`config.mk`:
```
export PLATFORM = sky130hd
export DESIGN_NAME = regfile_mp_sb_flat
export DESIGN_NICKNAME = d
export VERILOG_FILES = /design/src/rtl/regfile_pkg.sv /design/src/rtl/regfile_mp_sb_if.sv /design/src/rtl/regfile_scoreboard.sv /design/src/rtl/regfile_mp_sb.sv /design/src/flat_wrapper.sv
export SDC_FILE = /design/constraint.sdc
export NUM_CORES = 2
export LEC_CHECK = 0
export CORE_MARGIN = 10
export CORE_UTILIZATION = 55
export CTS_CLUSTER_DIAMETER = 60
export DETAILED_ROUTE_END_ITERATION = 10
export PLACE_DENSITY_LB_ADDON = 0.12
export SLEW_MARGIN = 0
export SYNTH_ARGS = -nofsm -noshare
export SYNTH_HDL_FRONTEND = slang
export SYNTH_SLANG_ARGS = --single-unit
```
`constraint.sdc`:
```
create_clock -name clk_i -period 5.35 [get_ports clk_i]
set_input_delay 1.07 -clock clk_i [delete_from_list [all_inputs] [get_ports clk_i]]
set_output_delay 1.07 -clock clk_i [all_outputs]
set_load 0.02 [all_outputs]
```
`src/rtl/regfile_pkg.sv`:
```
// Shared defaults, the write-port priority helper and the pending-counter type
// for the multi-port register file.
package regfile_pkg;

    localparam int XLEN_DEF  = 32;
    localparam int NREG_DEF  = 32;
    localparam int AW_DEF    = $clog2(NREG_DEF);
    localparam int CNT_W_DEF = 2;
    localparam int MAX_WP    = 8;

    typedef logic [NREG_DEF-1:0][CNT_W_DEF-1:0] cnt_vec_t;

    // Index of the highest set bit, -1 when none: the highest write port wins.
    function automatic int hi_match(input logic [MAX_WP-1:0] hit);
        int idx;
        idx = -1;
        for (int i = 0; i < MAX_WP; i++) begin
            if (hit[i]) idx = i;
        end
        return idx;
    endfunction

endpackage

```
`src/rtl/regfile_mp_sb_if.sv`:
```
// Read, write, issue and status bundle between the core and the register file.
// Signal suffixes are named from the register file's point of view.
interface regfile_mp_sb_if #(
    parameter int XLEN   = 32,
    parameter int NREG   = 32,
    parameter int NUM_RP = 2,
    parameter int NUM_WP = 1
);
    localparam int AW = $clog2(NREG);

    logic [NUM_RP-1:0][AW-1:0]   rs_addr_i;
    logic [NUM_RP-1:0][XLEN-1:0] rs_data_o;
    logic [NUM_RP-1:0]           rs_busy_o;
    logic [NUM_WP-1:0]           wr_en_i;
    logic [NUM_WP-1:0][AW-1:0]   wr_addr_i;
    logic [NUM_WP-1:0][XLEN-1:0] wr_data_i;
    logic                        iss_valid_i;
    logic [AW-1:0]               iss_addr_i;
    logic                        iss_ready_o;
    logic                        flush_i;
    logic                        underflow_o;

    modport slave (
        input  rs_addr_i, wr_en_i, wr_addr_i, wr_data_i,
        input  iss_valid_i, iss_addr_i, flush_i,
        output rs_data_o, rs_busy_o, iss_ready_o, underflow_o
    );

    modport master (
        output rs_addr_i, wr_en_i, wr_addr_i, wr_data_i,
        output iss_valid_i, iss_addr_i, flush_i,
        input  rs_data_o, rs_busy_o, iss_ready_o, underflow_o
    );

endinterface

```
`src/rtl/regfile_scoreboard.sv`:
```
// Per-register in-flight producer counters: issue backpressure, operand busy
// flags and a sticky underflow flag for writebacks nobody announced.
module regfile_scoreboard
    import regfile_pkg::*;
#(
    parameter int NREG   = NREG_DEF,
    parameter int NUM_RP = 2,
    parameter int NUM_WP = 1,
    parameter int CNT_W  = CNT_W_DEF,
    parameter int AW     = $clog2(NREG)
) (
    input  logic                      clk_i,
    input  logic                      rst_n_i,
    input  logic [NUM_WP-1:0]         wr_en_i,
    input  logic [NUM_WP-1:0][AW-1:0] wr_addr_i,
    input  logic                      iss_valid_i,
    input  logic [AW-1:0]             iss_addr_i,
    input  logic                      flush_i,
    input  logic [NUM_RP-1:0][AW-1:0] rs_addr_i,
    output logic                      iss_ready_o,
    output logic [NUM_RP-1:0]         rs_busy_o,
    output logic                      underflow_o
);

    logic [NREG-1:0][CNT_W-1:0] cnt_q, cnt_d;
    logic                       uf_q, uf_d;
    int                         dec [NREG];
    int                         nxt;

    always_comb begin
        cnt_d       = cnt_q;
        uf_d        = uf_q;
        nxt         = 0;
        dec         = '{default: 0};
        rs_busy_o   = '0;
        // Ready looks only at the current count, never at a same-cycle writeback.
        iss_ready_o = (iss_addr_i == '0) || (cnt_q[iss_addr_i] != '1);

        for (int r = 0; r < NREG; r++) begin
            for (int w = 0; w < NUM_WP; w++) begin
                if (wr_en_i[w] && (wr_addr_i[w] == AW'(r))) dec[r] = dec[r] + 1;
            end
        end

        for (int r = 1; r < NREG; r++) begin
            nxt = int'(cnt_q[r]) - dec[r]
                + ((iss_valid_i && iss_ready_o && (iss_addr_i == AW'(r))) ? 1 : 0);
            if (flush_i) begin
                cnt_d[r] = '0;
            end else if (nxt < 0) begin
                cnt_d[r] = '0;
                uf_d     = 1'b1;
            end else begin
                cnt_d[r] = CNT_W'(nxt);
            end
        end

        // A producer retiring this cycle is covered by the bypass, so not busy.
        for (int p = 0; p < NUM_RP; p++) begin
            rs_busy_o[p] = (rs_addr_i[p] != '0)
                        && ((int'(cnt_q[rs_addr_i[p]]) - dec[rs_addr_i[p]]) > 0);
        end
    end

    always_ff @(posedge clk_i or negedge rst_n_i) begin
        if (!rst_n_i) begin
            cnt_q <= '0;
            uf_q  <= 1'b0;
        end else begin
            cnt_q <= cnt_d;
            uf_q  <= uf_d;
        end
    end

    assign underflow_o = uf_q;

endmodule

```
`src/rtl/regfile_mp_sb.sv`:
```
// Multi-port integer register file with write-through bypass on every read port
// and a pending-write scoreboard for the hazard unit. x0 reads as zero.
module regfile_mp_sb
    import regfile_pkg::*;
#(
    parameter int XLEN   = XLEN_DEF,
    parameter int NREG   = NREG_DEF,
    parameter int NUM_RP = 2,
    parameter int NUM_WP = 1,
    parameter int CNT_W  = CNT_W_DEF,
    parameter int AW     = $clog2(NREG)
) (
    input  logic          clk_i,
    input  logic          rst_n_i,
    regfile_mp_sb_if.slave bus
);

    logic [NREG-1:0][XLEN-1:0]     regs_q;
    logic [NUM_RP-1:0][MAX_WP-1:0] hit;

    // Later loop iterations override earlier ones, so the highest port wins.
    always_ff @(posedge clk_i or negedge rst_n_i) begin
        if (!rst_n_i) begin
            regs_q <= '0;
        end else begin
            for (int w = 0; w < NUM_WP; w++) begin
                if (bus.wr_en_i[w] && (bus.wr_addr_i[w] != '0)) begin
                    regs_q[bus.wr_addr_i[w]] <= bus.wr_data_i[w];
                end
            end
        end
    end

    always_comb begin
        hit           = '0;
        bus.rs_data_o = '0;
        for (int p = 0; p < NUM_RP; p++) begin
            for (int w = 0; w < NUM_WP; w++) begin
                hit[p][w] = bus.wr_en_i[w] && (bus.rs_addr_i[p] != '0)
                         && (bus.wr_addr_i[w] == bus.rs_addr_i[p]);
            end
            bus.rs_data_o[p] = regs_q[bus.rs_addr_i[p]];
            for (int w = 0; w < NUM_WP; w++) begin
                if (hi_match(hit[p]) == w) bus.rs_data_o[p] = bus.wr_data_i[w];
            end
        end
    end

    regfile_scoreboard #(
        .NREG   (NREG),
        .NUM_RP (NUM_RP),
        .NUM_WP (NUM_WP),
        .CNT_W  (CNT_W),
        .AW     (AW)
    ) u_sb (
        .clk_i       (clk_i),
        .rst_n_i     (rst_n_i),
        .wr_en_i     (bus.wr_en_i),
        .wr_addr_i   (bus.wr_addr_i),
        .iss_valid_i (bus.iss_valid_i),
        .iss_addr_i  (bus.iss_addr_i),
        .flush_i     (bus.flush_i),
        .rs_addr_i   (bus.rs_addr_i),
        .iss_ready_o (bus.iss_ready_o),
        .rs_busy_o   (bus.rs_busy_o),
        .underflow_o (bus.underflow_o)
    );

endmodule
```
`src/flat_wrapper.sv`:
```
// flat-port wrapper written by rule: the top's interface ports become plain ports
module regfile_mp_sb_flat import regfile_pkg::*;
#(
    parameter int XLEN   = XLEN_DEF,
    parameter int NREG   = NREG_DEF,
    parameter int NUM_RP = 2,
    parameter int NUM_WP = 1,
    parameter int CNT_W  = CNT_W_DEF,
    parameter int AW     = $clog2(NREG)
)
  (clk_i, rst_n_i, bus_rs_addr_i, bus_wr_en_i, bus_wr_addr_i, bus_wr_data_i, bus_iss_valid_i, bus_iss_addr_i, bus_flush_i, bus_rs_data_o, bus_rs_busy_o, bus_iss_ready_o, bus_underflow_o);
  regfile_mp_sb_if #(.XLEN(XLEN), .NREG(NREG), .NUM_RP(NUM_RP), .NUM_WP(NUM_WP)) bus_i ();
  input  logic clk_i;
  input  logic rst_n_i;
  input wire logic [$bits(bus_i.rs_addr_i)-1:0] bus_rs_addr_i;
  input wire logic [$bits(bus_i.wr_en_i)-1:0] bus_wr_en_i;
  input wire logic [$bits(bus_i.wr_addr_i)-1:0] bus_wr_addr_i;
  input wire logic [$bits(bus_i.wr_data_i)-1:0] bus_wr_data_i;
  input wire logic [$bits(bus_i.iss_valid_i)-1:0] bus_iss_valid_i;
  input wire logic [$bits(bus_i.iss_addr_i)-1:0] bus_iss_addr_i;
  input wire logic [$bits(bus_i.flush_i)-1:0] bus_flush_i;
  output wire logic [$bits(bus_i.rs_data_o)-1:0] bus_rs_data_o;
  output wire logic [$bits(bus_i.rs_busy_o)-1:0] bus_rs_busy_o;
  output wire logic [$bits(bus_i.iss_ready_o)-1:0] bus_iss_ready_o;
  output wire logic [$bits(bus_i.underflow_o)-1:0] bus_underflow_o;
  assign bus_i.rs_addr_i = bus_rs_addr_i;
  assign bus_i.wr_en_i = bus_wr_en_i;
  assign bus_i.wr_addr_i = bus_wr_addr_i;
  assign bus_i.wr_data_i = bus_wr_data_i;
  assign bus_i.iss_valid_i = bus_iss_valid_i;
  assign bus_i.iss_addr_i = bus_iss_addr_i;
  assign bus_i.flush_i = bus_flush_i;
  assign bus_rs_data_o = bus_i.rs_data_o;
  assign bus_rs_busy_o = bus_i.rs_busy_o;
  assign bus_iss_ready_o = bus_i.iss_ready_o;
  assign bus_underflow_o = bus_i.underflow_o;
  regfile_mp_sb #(.XLEN(XLEN), .NREG(NREG), .NUM_RP(NUM_RP), .NUM_WP(NUM_WP), .CNT_W(CNT_W), .AW(AW)) u_core (.clk_i(clk_i), .rst_n_i(rst_n_i), .bus(bus_i));
endmodule
```
==> metrics.yaml <==
clocking:
  cts.root.buffer_cell: "sky130_fd_sc_hd__clkbuf_16"
  clock_edge_transition_at_the_registers_on_the_reported_setup_and_hold_paths_ns: 0.06
  tritoncts: "built"
  cts-htree-levels: 3
  clock_insertion_delay_worst_skew_ns: 0.72
  clk_path_buf_depth: 3
  numClockSinks: 1087
  cts_made_buffers: 119
sta:
  final.min_clock_period_ns: 5.37
  worstMarginPinSlew_ns: 0.995
  timing.final.hold_violations: 0
  finClkSkew_ns: 0.0357
  timing.max_slew.rel_slack_pct: 33.7
  grt_setup_unrepaired: "false"
  max_freq_mhz: 186
  finalSetupTns_ns: -0.0189
  final_min_period_over_clock_period_pct: 100
  timing.final.setup_violations: 1
  setup_slack_ns: -0.0189
  slew_violations: 0
layout:
  finalNetCount: 4846
  ff_latch_area_mm2: 0.0272
  multi_input_comb_area_mm2: 0.0320
  postLayoutCellArea_mm2: 0.0690
  num-fill-cells: 8580
  final_core_utilization_pct: 62.1
  syn_to_final_growth_pct: 11.7
  layout-drive-gt1-share_pct: 39.9
synthesis:
  synthCells: 4682
  most_common_flop_cell_mapped_by_yosys: "sky130_fd_sc_hd__dfrtp_1"
  synth_cell_types: 65
  seq_area_frac_synth_pct: 44.1
  synthesis.area_mm2: 0.0618
  ys_ff_latch: 1087
  syn_avg_cell_area_um2: 13.2
  synth_top_area_cell: "sky130_fd_sc_hd__dfrtp_1"
  yosysWarningCount: 0
  synth.most_common_cell: "sky130_fd_sc_hd__dfrtp_1"
  postSynthNetCount: 4864
  synth_enable_flop_cells: 0
  cell_types_occupying_the_most_area_after_synthesis: "sky130_fd_sc_hd__dfrtp_1 (44%), sky130_fd_sc_hd__mux2_2 (17%), sky130_fd_sc_hd__mux4_2 (16%), sky130_fd_sc_hd__ha_1 (2.5%), sky130_fd_sc_hd__mux2_1 (2.4%)"
  synth_top_cell_area_share_pct: 44.1
  postSynth.asyncResetShare_pct: 100
  netlist_top_cells_count: "sky130_fd_sc_hd__dfrtp_1 (1087), sky130_fd_sc_hd__mux2_2 (930), sky130_fd_sc_hd__mux4_2 (434)"
place:
  buffer_ports.inserted: 124
  placed_cell_area_mm2: 0.0650
  dpl_worst_slack_ns: -0.106
  detailedPlacementHpwl_um: 119000
  place_congestion: 0.890
grt:
  grt-ovfl-total: 0
  pin_count_of_the_biggest_net_entering_global_routing: 151
  use_met1_pct: 43.1
  first_global_vias: 43100
  grtUsageMet3_pct: 6.02
  gr-usage-all-layers_pct: 30.6
  grt-busiest-layer: "met2"
  grt_first_pass_wirelength_um: 290000
  grt_antenna_before_repair: 9
  grt_util_met2_pct: 46.5
routing:
  detail_route.wl_per_cell_um: 31.1
  route.vias.total: 42600
  first_drt_pass_iteration_count: 6
  viasPerCell: 6.82
  drc_errors: 0
  routed_wirelength_um: 195000
  final_antenna_net_count: 0
  drt_iter0_markers: 4698
worst_setup_path:
  timing.critical_path.to_type: "output port"
  path_class: "in -> out"
  critPathMostFrequentCell: "sky130_fd_sc_hd__mux4_2"
  slowest_delay_ns: 0.64
  cpMaxStageDelayCell: "sky130_fd_sc_hd__clkdlybuf4s50_1"
  worstPathCellList: "buf_8, mux4_2, mux4_2, mux2i_1, ha_1, a21oi_1, buf_4, and2_1, clkdlybuf4s50_1"
  worst-path-max-fanout: 19
  cp_data_required_time_ns: 4.28
  worst_setup_start_kind: "primary input"
  timing.critical_path.arrival_ns: 4.30
power_and_ir_drop:
  leakage_power_nw: 30.5
  ir_worst_vdd_mv: 0.257
  power_per_cell_area_mw_per_mm2: 350
  total_power_w: 0.0241
die:
  pin_count: 125
  core_mm2: 0.111
  die_y_um: 355
  floorplan.rows: 122
  chip_width_um: 355
  floorplan.initialDensity_pct: 55.6
  dieArea_mm2: 0.126
run:
  timing.max_cap.violations: 0
run_status:
  run_status: "finished, violations left"
  failed_checks: "setup timing"
worst_hold_path:
  worstHoldPathType: "in -> async"
[critical path, delay by kind of cell]
kind | cells | cell delay (ns)
simple gates | 1 | 0.20
buf+inv | 3 | 0.95
fa+ha+maj | 1 | 0.34
compound gates | 1 | 0.14
mux | 3 | 1.54
[report_power, final]
part           switching [W]  internal (W)  total [W]
combinational        0.00209       0.00282    0.00491
clock                0.00352       0.00490    0.00842
sequential           0.00108       0.00970     0.0108
[state kept, by name, indices dropped and copies added (netlist names)]
name	cells
u_core.u_sb.cnt_q	62
u_core.u_sb.underflow_o	1
u_core.regs_q	1024
[timing repair]
action                                  in CTS  in global routing
gates resized for setup                      3                  1
buffers inserted                             0                  0
endpoints found under the setup margin       2                  1
hold buffers                                 0                  0
[placed cells by master, fill, tap and decap left out, drive strengths merged, types with 39 or more instances in the layout]
master / count
a21oi: 39
clkdlybuf4s50: 94
clkbuf: 183
nand2b: 39
nor2: 66
buf: 255
a211oi: 56
mux2i: 109
o41ai: 56
o22ai: 162
mux2: 1059
ha: 125
inv: 121
nor2b: 73
nor3: 70
o21ai: 48
nand2: 359
mux4: 434
dfrtp: 1087
[layer usage]
metal | part of all wire, % | vias to the layer above
li1 | - | 17600
met1 | 42 | 22500
met2 | 45 | 2072
met3 | 8.5 | 461
met4 | 4.3 | 10
met5 | 0.033 | -
[kinds of logic (layout without fill, tap and decap cells)]
kind of cell               Yosys count  count (layout)  share of synthesized area [%]
and+or+nand+nor                    702             702                           5.34
other                                0               3                              0
buffers and inverters              608             689                           4.42
AOI/OAI and AO/OA                  549             549                           6.62
DFF                               1087            1087                           44.1
muxes                             1602            1602                           36.9
xor gates and xnor gates             9               9                          0.128
adders and majority gates          125             125                           2.53
[metrics by stage]
step           hold WS, ns  cells
5_1_grt              0.378   6251
3_3_place_gp         0.377   6031
3_5_place_dp         0.383   6031
6_report             0.372   6254
2_1_floorplan        0.441   4682
4_1_cts              0.352   6251
[final timing paths]
path	start	end	slack, ns	depth (start not counted)
setup reg to reg	u_core.u_sb.cnt_q[31]	u_core.u_sb.underflow_o	1.93	11
min in group clk_i	u_core.regs_q[17]	u_core.regs_q[17]	0.40	0
max in group asynchronous	rst_n_i	u_core.regs_q[6]	3.66	2
hold reg to reg	u_core.regs_q[17]	u_core.regs_q[17]	0.40	0
setup / recovery	bus_rs_addr_i[5]	bus_rs_busy_o[1]	-0.02	9
hold / removal	rst_n_i	u_core.regs_q[410]	0.37	1
[cell type report]
class                      count  area share (%)
clock inverter                39           0.700
sequential                  1087            39.4
antenna                        3          0.0109
multi-input combinational   2987            46.4
timing repair buffer         353            5.01
inverter                     116           0.631
clock buffer                 181            5.09
tap                         1488            2.70
(Power assumes the default switching activity.)
